$ cat src/rtl/instr_fetch_unit.sv
// instr_fetch_unit
//   Instruction fetch stage. It accepts a fetch strobe from the controller,
//   issues one word-aligned read to instruction memory, and captures the
//   returned word into the instruction register. The register is also
//   presented as decoded MIPS-style fields.
//
// Parameters
//   TIMEOUT_CYCLES : maximum number of WAIT cycles without an ack before the
//                    fetch is abandoned. It is only used when the timeout
//                    feature is built in.
//
// Build option
//   FETCH_TIMEOUT_EN : when defined, a fetch that gets no ack within
//                      TIMEOUT_CYCLES WAIT cycles is aborted. The unit then
//                      returns a NOP and sets the sticky fetch_err flag. When
//                      undefined, WAIT lasts until mem_ack and fetch_err is
//                      tied to 0.
//
// Ports
//   clk, reset           : clock (rising edge), asynchronous active-high reset
//   pc_in                : fetch address from the PC register
//   ir_write             : fetch strobe (IRWrite); ignored while a fetch is open
//   mem_req, mem_addr    : registered read request and word-aligned address
//   mem_ack, mem_rdata   : data-valid strobe and read data from memory
//   instr                : instruction register
//   opcode..imm16        : field slices of instr
//   ir_valid             : instr holds a completed fetch
//   fetch_busy           : combinational stall to the controller
//   misalign             : last accepted pc_in was not word aligned
//   fetch_count          : completed-fetch counter, wraps at 16 bits
//   fetch_err            : sticky timeout flag

module instr_fetch_unit #(
  parameter int TIMEOUT_CYCLES = 16
) (
  input  logic        clk,
  input  logic        reset,
  input  logic [31:0] pc_in,
  input  logic        ir_write,
  output logic        mem_req,
  output logic [31:0] mem_addr,
  input  logic        mem_ack,
  input  logic [31:0] mem_rdata,
  output logic [31:0] instr,
  output logic [5:0]  opcode,
  output logic [5:0]  funct,
  output logic [4:0]  rs,
  output logic [4:0]  rt,
  output logic [4:0]  rd,
  output logic [4:0]  shamt,
  output logic [15:0] imm16,
  output logic        ir_valid,
  output logic        fetch_busy,
  output logic        misalign,
  output logic [15:0] fetch_count,
  output logic        fetch_err
);

  typedef enum logic {
    S_IDLE = 1'b0,
    S_WAIT = 1'b1
  } state_t;

  state_t state;

  // Only the word address is kept. The byte offset is reported through
  // misalign and never reaches the memory address.
  logic [31:2] pc_lat;

  logic accept;
  logic ack_take;

  if (TIMEOUT_CYCLES < 1) begin : g_bad_timeout
    $error("instr_fetch_unit: TIMEOUT_CYCLES must be at least 1");
  end

  assign accept   = (state == S_IDLE) && ir_write;
  // An ack counts only while a request is actually outstanding.
  assign ack_take = (state == S_WAIT) && mem_req && mem_ack;

  assign fetch_busy = (state == S_WAIT) || accept;
  assign mem_addr   = {pc_lat, 2'b00};

  assign opcode = instr[31:26];
  assign rs     = instr[25:21];
  assign rt     = instr[20:16];
  assign rd     = instr[15:11];
  assign shamt  = instr[10:6];
  assign funct  = instr[5:0];
  assign imm16  = instr[15:0];

`ifdef FETCH_TIMEOUT_EN
  // The counter holds the number of WAIT cycles already spent without an
  // ack. The fetch aborts on the edge that would bring it to TIMEOUT_CYCLES.
  localparam int CNT_W = (TIMEOUT_CYCLES < 2) ? 1 : $clog2(TIMEOUT_CYCLES);
  localparam logic [CNT_W-1:0] CNT_LAST = CNT_W'(TIMEOUT_CYCLES - 1);

  logic [CNT_W-1:0] wait_cnt;
  logic             timeout_hit;

  assign timeout_hit = (state == S_WAIT) && mem_req && !mem_ack &&
                       (wait_cnt == CNT_LAST);
`else
  assign fetch_err = 1'b0;
`endif

  always_ff @(posedge clk or posedge reset) begin
    if (reset) begin
      state       <= S_IDLE;
      mem_req     <= 1'b0;
      pc_lat      <= '0;
      instr       <= '0;
      ir_valid    <= 1'b0;
      misalign    <= 1'b0;
      fetch_count <= '0;
`ifdef FETCH_TIMEOUT_EN
      wait_cnt    <= '0;
      fetch_err   <= 1'b0;
`endif
    end else begin
      case (state)
        S_IDLE: begin
          if (ir_write) begin
            pc_lat   <= pc_in[31:2];
            misalign <= |pc_in[1:0];
            ir_valid <= 1'b0;
            mem_req  <= 1'b1;
`ifdef FETCH_TIMEOUT_EN
            wait_cnt <= '0;
`endif
            state    <= S_WAIT;
          end
        end

        S_WAIT: begin
          if (ack_take) begin
            instr       <= mem_rdata;
            ir_valid    <= 1'b1;
            mem_req     <= 1'b0;
            fetch_count <= fetch_count + 16'd1;
            state       <= S_IDLE;
`ifdef FETCH_TIMEOUT_EN
          end else if (timeout_hit) begin
            // Hand the controller a NOP so it can continue, and flag the
            // failure without counting it as a completed fetch.
            instr     <= '0;
            ir_valid  <= 1'b1;
            mem_req   <= 1'b0;
            fetch_err <= 1'b1;
            state     <= S_IDLE;
          end else begin
            wait_cnt <= wait_cnt + 1'b1;
`endif
          end
        end

        default: begin
          state   <= S_IDLE;
          mem_req <= 1'b0;
        end
      endcase
    end
  end

endmodule

$ cat config.mk
export PLATFORM = sky130hd
export DESIGN_NAME = instr_fetch_unit
export DESIGN_NICKNAME = d
export VERILOG_FILES = /design/src/rtl/instr_fetch_unit.sv
export SDC_FILE = /design/constraint.sdc
export NUM_CORES = 1
export LEC_CHECK = 0
export CORE_ASPECT_RATIO = 1.2
export CORE_MARGIN = 4
export CORE_UTILIZATION = 39
export CTS_CLUSTER_DIAMETER = 150
export CTS_CLUSTER_SIZE = 16
export DETAILED_ROUTE_END_ITERATION = 16
export GPL_TIMING_DRIVEN = 1
export HOLD_SLACK_MARGIN = 0.12
export PLACE_DENSITY = 0.9
export SLEW_MARGIN = 5
export SYNTH_ARGS = -nofsm -noshare
export SYNTH_HDL_FRONTEND = slang
export SYNTH_SLANG_ARGS = --single-unit
$ cat constraint.sdc
create_clock -name clk -period 3.3 [get_ports clk]
set_input_delay 0.825 -clock clk [delete_from_list [all_inputs] [get_ports clk]]
set_output_delay 0.825 -clock clk [all_outputs]
set_load 0.01 [all_outputs]
-- Word level (Yosys, flattened, before mapping)
Cells that the tools add are included.
- flip-flop bits (word level): 82
- input bits: 68
- output and inout port bits: 133
- word-level logic and storage cells: 28
- add/subtract/negate cells: 1
- equal/unequal tests: 2
- multiplexer cells: 9
- bitwise logic cells: 1
- reduce and logical (&&, ||, !) cells: 8
- operator list (kind ; number):
    $add A16 B1 Y16 const B ; 1
    $mux W1 ; 6
    $pmux W1 S2 ; 3
    $reduce_and A2 Y1 ; 3
    $logic_and A1 B1 Y1 ; 3
    $ne A2 B1 Y1 const B ; 1
    $ne A2 B2 Y1 const B ; 1
    $reduce_or A2 Y1 ; 1
    $logic_or A1 B1 Y1 ; 1
    $not A1 Y1 ; 1

-- Logic depth before layout (Yosys ltp)
Gate-level depths: netlist of run 1.
- depth after elaboration: 4
- depth in mapped cells: 5
- depth with buffers taken out: 5

-- Least setup slack after synthesis of run 1
No wires, ideal clock.
- path type: in2out
- start point: in ir_write
- end point: out fetch_busy
- arrival time: 1119 ps
- data required time: 2475 ps
- path slack: 1356 ps
- cell stages on the path: 1
- path buffers: 0
- path through: or2_2
- cells in the longest elaborated chain, start to end: 2
- ends and longest elaborated chain (what ; RTL line ; text):
    from (decl) ; 39 ; input logic ir_write,
    $logic_and A1 B1 Y1 ; 77 ; assign accept = (state == S_IDLE) && ir_write;
    $logic_or A1 B1 Y1 ; 81 ; assign fetch_busy = (state == S_WAIT) || accept;
    to (decl) ; 53 ; output logic fetch_busy,
Every way passes these cells.

-- Worst setup path in the final report of run 1
Ends and elaborated chain as after synthesis.

==> results.md, run 1 <==
- Outcome: finished clean
- Overflow after GRT: 0
- CTS max path bufs: 2
- Met2 wire len: between 4000 and 5000 um
- Layout Skew: approximately 0.0097 ns
- Peak VDD IR: roughly 0.00057 V
- Peak Freq: about 350 MHz
- Synth top cells by count: 103 x nand2_1, 82 x dfrtp_1, 51 x buf_4
- Critical path class: in2out
- Power density cells: roughly 900 nW/um^2
- Final Max Tran Viols: 0
- Area Overhead vs Synth: 53.9%
- Yosys top cell by area: dfrtp_1
- Most common cell in the synthesized netlist: nand2_1
- Die ar.: 10,800 um^2
- Max Used Layer: met4
- Drt total wl: around 9400 um
- Number of post-CTS setup repair buffers: 0
- H-tree Lvls: 3
- # fillers: 701
- Net count reported at finish: between 500 and 600
- Post-CTS Resized: 0
- Post-Synthesis Mean Instance Area: between 10 and 15 um^2
- Worst path top cell family by delay: buffers and inverters
- CP most frequent cell: clkdlybuf4s50_1
- Met3 WL post-DR: ~960 um
- Unique masters post-synth: 26
- Worst Path Arrival: slightly above 2 ns
- Hold Crit Class: reg2reg
- Main synth FF type: dfrtp_1
- Leakage: ~0.0024 uW
- Crit path max-delay cell type: clkdlybuf4s50_1
- WL/cell: 15.5 um
- Max incr delay on CP: ~0.49 ns
- Tmin final: between 2 and 3 ns
- Ys Warns: 0
- Layout cells sized above 1: 0.107
- Gr usage total: 0.178
- Initial antenna violation count: 0
- Inserted Clock Buffers: 9
- Dpl hpwl: approximately 7200 um
- Maxcap violations: 0
- Total power: a little under 5000 uW
- CP Cell Sequence: clkdlybuf4s50_1, or2_2, clkdlybuf4s50_1
- CP Max Fanout: 3
- CP Buf/Inv Count: 2
- Clock-pin transition on the worst setup and hold timing paths: 0.08 ns
- Die Ht: 113 um
- M1 wire length: 3280 um
- Final Setup Violations: 0
- Largest net degree at the start of global routing: between 40 and 50
- Via count: ~2.8k
- Vias in the first global route: approximately 3.0k
- Worst-Margin Slew: 0.727 ns
- First-pass GRT wire length: 14,700 um
- Synth top area cells: dfrtp_1 57%, nand2_1 11%, buf_4 11%
- Worst path required time: between 2 and 2.5 ns
- Core area: around 9000 um^2
- ANT nets after route: 0
- Async set-reset flop share out of synthesis: 1.00
- Clk root buf: clkbuf_8
- Final setup TNS: 0 ns
- # hold bufs at CTS: 0
- Mapped Area: between 3000 and 4000 um^2
- Final hold violation count: 0
- Crit. End Element: output port
- Latest clock arrival within the worst-skew pair: roughly 0.35 ns
- Startpoint type of the worst setup path: input port
- GPL Wtd Cong: around 0.8
- Residual DRC: 0
- Share of the synthesized area in the top cell type: 0.574
- Syn Inst Count: between 300 and 400
- CTS tree: built
- Iter 0 DRT Violations: 90
- Die Span X: 95.4 um
- Number of diodes: 0
- Vias per cell: 4.57
- Num ports: 201
- Row count: 38
- Starting Density: 0.398
- Synth Register Bits: roughly 80
- Period utilisation layout: 0.870
- Slew headroom: 0.515
- EDFF count, synth: 0
- RSZ-0062 raised after global routing: false
- Port bufs: 197
- Seq/Total Area, Yosys: 0.574
- Sink Count: 82
- Pre-Repair DR Iteration Count: 4
## final timing paths
path	start	end	slack, ns	cells after the start
min in group asynchronous	reset	misalign$_DFFE_PP0P_	0.89	2
worst min register to register	fetch_count[15]$_DFFE_PP0P_	fetch_count[15]$_DFFE_PP0P_	0.49	1
worst max-delay path	ir_write	fetch_busy	0.43	3
worst min-delay path	fetch_count[15]$_DFFE_PP0P_	fetch_count[15]$_DFFE_PP0P_	0.49	1
worst max register to register	mem_req$_DFFE_PP0P_	fetch_count[7]$_DFFE_PP0P_	1.65	4
max in group asynchronous	reset	fetch_count[5]$_DFFE_PP0P_	1.73	3
## cells by family (layout without fill, tap and decap cells)
logic type	after synthesis	after routing	synth area share
compound gates	3	3	0.00455
xor+xnor	15	15	0.0368
fa+ha+maj	1	1	0.00350
buf+inv	67	221	0.133
flops	82	82	0.574
mux	30	30	0.0945
other cells	1	3	0.00105
simple gates	129	129	0.152
## through the flow
step	hold slack, ns	setup slack, ns	std cells	util	instance area (um^2)
after floorplan	0.489	0.367	330	-	3580
after global routing	0.513	0.388	604	0.612	5500
after global placement	0.464	0.452	589	0.589	5300
after CTS	0.489	0.423	604	0.612	5500
final	0.485	0.429	604	0.612	5500
after detailed placement	0.476	0.429	589	0.589	5300
## per-layer routing
layer  vias up  global-route usage
met1      1320               0.179
met4         0              0.0759
met5         -                   0
li1       1286                   -
met3        16              0.0598
met2       139               0.326
## sequential cells by signal, summed over array words and instances (netlist names)
register     count
pc_lat          30
ir_valid         1
misalign         1
state            1
fetch_count     16
mem_req          1
instr           32
## power breakdown
part	switching, uW	total (uW)	internal (uW)
Clock	337	744	407
Combinational	961	2450	1490
Sequential	334	1760	1420
Total	1630	4950	3320
## layout by cell type, fill, tap and decap left out, drive strengths merged
cell / netlist / layout
clkdlybuf4s50: 0 / 197
nand2: 103 / 103
dfrtp: 82 / 82
mux2: 30 / 30
clkbuf: 0 / 13
xnor2: 12 / 12
nor2: 7 / 7
nand3: 6 / 6
nand4: 5 / 5
buf: 63 / 5
and3: 3 / 3
xor2: 3 / 3
inv: 4 / 3
conb: 1 / 3
clkinv: 0 / 2
nor2b: 1 / 1
and4: 1 / 1
nor3: 1 / 1
or2: 1 / 1
and2: 1 / 1
o22ai: 1 / 1
a21oi: 1 / 1
o21ai: 1 / 1
ha: 1 / 1
bufinv: 0 / 1
## area by class of cell
cell class | instances | area, um^2 | area share
Clock buffer | 13 | 169 | 0.0307
Sequential cell | 82 | 2050 | 0.373
Tap cell | 120 | 150 | 0.0273
Timing Repair Buffer | 202 | 2020 | 0.368
Inverter | 4 | 16.3 | 0.00296
Multi-Input combinational cell | 181 | 1050 | 0.192
Clock inverter | 2 | 35.0 | 0.00637
No activity file was read; power rests on OpenSTA's default activity.
==> inputs of run 2 (changes only) <==
--- a/config.mk
+++ b/config.mk
@@ -5,6 +5,7 @@
 export SDC_FILE = /design/constraint.sdc
 export NUM_CORES = 1
 export LEC_CHECK = 0
+export CAP_MARGIN = 40
 export CORE_ASPECT_RATIO = 1.2
 export CORE_MARGIN = 4
 export CORE_UTILIZATION = 39
==> results of run 2 <==
Final layout, timing and power as in run 1 (identical DEF).
==> inputs of run 3 (changes only) <==
--- a/config.mk
+++ b/config.mk
@@ -14,6 +14,7 @@
 export DETAILED_ROUTE_END_ITERATION = 16
 export GPL_TIMING_DRIVEN = 1
 export HOLD_SLACK_MARGIN = 0.12
+export MAX_ROUTING_LAYER = met4
 export PLACE_DENSITY = 0.9
 export SLEW_MARGIN = 5
 export SYNTH_ARGS = -nofsm -noshare
==> results.md, run 3 (synthesis gave the netlist of run 1 again) <==
- Number of flip-flops in the largest register: 32 (unchanged)
- Hold-critical path depth: 1 (unchanged)
- Latest clock arrival within the worst-skew pair: 0.35 ns (about the same)
- Multi-input gate area in the final layout: 1050 um^2 (unchanged)
- Core area: 8990 um^2 (unchanged)
- Overflow after GRT: 0 (unchanged)
- RSZ-0062 raised after global routing: false
- CTS max path bufs: 2 (unchanged)
- Clock-pin transition on the worst setup and hold timing paths: 0.08 ns (about the same)
- Worst-Margin Slew: 0.721 ns (-0.00575 ns)
- WL/cell: 15.4 um (-0.37%)
- Via count: 2,767 (+0.22%)
- H-tree Lvls: 3 (unchanged)
- Crit. End Element: output port
- Layout Skew: 0.00968 ns (-0.0000712 ns)
- ANT nets after route: 0 (unchanged)
- Initial antenna violation count: 0 (unchanged)
- Power density cells: 901 nW/um^2 (about the same)
- First-pass GRT wire length: 14,700 um (-0.33%)
- Drt total wl: 9330 um (-0.37%)
- GPL Wtd Cong: 0.797 (+1.4%)
- Place WS: 0.429 ns (unchanged)
- Vias in the first global route: 2,999 (+0.33%)
- Gr usage total: 0.183 (+0.00518)
- Reg with most FFs: instr
- Vias per cell: 4.58 (+0.22%)
- FF-to-FF path depth: 4 (unchanged)
- Port bufs: 197 (unchanged)
- Die Span X: 95.4 um (unchanged)
- Period utilisation layout: 0.871 (about the same)
- Largest net degree at the start of global routing: 43 (unchanged)
- Outcome: finished clean
- Worst Path Arrival: 2.05 ns (about the same)
- Pre-Repair DR Iteration Count: 4 (unchanged)
- Hold path endpoint: fetch_count[15]$_DFFE_PP0P_
- CTS tree: built
- Hold path start: fetch_count[15]$_DFFE_PP0P_
- Reg-to-reg critical path startpoint: mem_req$_DFFE_PP0P_
- Final Max Tran Viols: 0 (unchanged)
- Iter 0 DRT Violations: 111 (+23%)
- Number of post-CTS setup repair buffers: 0 (unchanged)
- Peak Freq: 348 MHz (about the same)
- Inserted Clock Buffers: 9 (unchanged)
- Worst path required time: 2.47 ns (about the same)
- Row count: 38 (unchanged)
- Final setup TNS: 0 ns (unchanged)
- CP Max Fanout: 3 (unchanged)
- Register area: 2050 um^2 (unchanged)
- Dpl hpwl: 7150 um (unchanged)
- Sink Count: 82 (unchanged)
- Clk root buf: clkbuf_8
- Post-CTS Resized: 0 (unchanged)
- Die Ht: 113 um (unchanged)
- Biggest regs: instr (32), pc_lat (30), fetch_count (16)
- Final worst slack: 0.427 ns (-0.00153 ns)
- Most frequent cells in the layout: 197 x clkdlybuf4s50_1, 103 x nand2_1, 82 x dfrtp_1
- Residual DRC: 0 (unchanged)
- Starting Density: 0.398 (unchanged)
- Most common cell after layout, fill and taps aside: clkdlybuf4s50_1
- # fillers: 701 (unchanged)
- Final Setup Violations: 0 (unchanged)
- Die ar.: 10,800 um^2 (unchanged)
- Number of diodes: 0 (unchanged)
- Area Overhead vs Synth: 53.9% (unchanged)
- Hold Crit Class: reg2reg
- Peak VDD IR: 0.000568 V (-0.14%)
- Leakage: 0.00243 uW (unchanged)
- Layout cells sized above 1: 0.107 (unchanged)
- Critical path class: in2out
- # hold bufs at CTS: 0 (unchanged)
- Flop2flop setup slack: 1.65 ns (about the same)
- Reg-to-reg endpoint: fetch_count[7]$_DFFE_PP0P_
- Tmin final: 2.87 ns (+0.00153 ns)
- Startpoint type of the worst setup path: input port
- Slew headroom: 0.519 (+0.00384)
- Maxcap violations: 0 (unchanged)
- Num ports: 201 (unchanged)
- Final hold violation count: 0 (unchanged)
- Net count reported at finish: 549 (unchanged)
==> run 3: cell counts in the layout (fill, tap and decap cells not counted) <==
No cell type changed its count.
==> run 3: per-layer routing <==
metal	part of all wire	up-vias	track usage	routed length, um
met3	0.086	16	0.0432	806
li1	-	1285	-	-
met1	0.36	1323	0.190	3400
met2	0.53	143	0.326	4910
met4	0.023	0	0.0759	210
met5	0	-	-	0
==> run 3: how the worst max path moves through the flow <==
stage | startpoint | endpoint | slack, ns
2_1_floorplan | reset | fetch_count[0]$_DFFE_PP0P_ | 0.37
3_3_place_gp | ir_write | fetch_busy | 0.45
3_5_place_dp | ir_write | fetch_busy | 0.43
4_1_cts | ir_write | fetch_busy | 0.42
5_1_grt | ir_write | fetch_busy | 0.39
6_report | ir_write | fetch_busy | 0.43
==> run 3: final cells by class <==
cell class	instances	share of cell area
Sequential cell	82	0.373
Inverter	4	0.00296
Timing Repair Buffer	202	0.368
Clock buffer	13	0.0307
Tap cell	120	0.0273
Multi-Input combinational cell	181	0.192
Clock inverter	2	0.00637
==> run 3: power breakdown <==
part	internal (uW)	switching, uW
Clock	407	335
Combinational	1490	963
Sequential	1420	335
==> run 3: per-stage QoR <==
step	total power [uW]	hold slack [ns]	std cells	utilization	area, um^2
6_report	4950	0.485	604	0.612	5500
5_1_grt	5280	0.513	604	0.612	5500
4_1_cts	5030	0.489	604	0.612	5500
3_5_place_dp	4270	0.476	589	0.589	5300
3_3_place_gp	4160	0.464	589	0.589	5300
2_1_floorplan	2990	0.489	330	-	3580
==> run 3: critical path: stages <==
cell,delay (ns)
clkdlybuf4s50_1,0.44
or2_2,0.30
clkdlybuf4s50_1,0.49
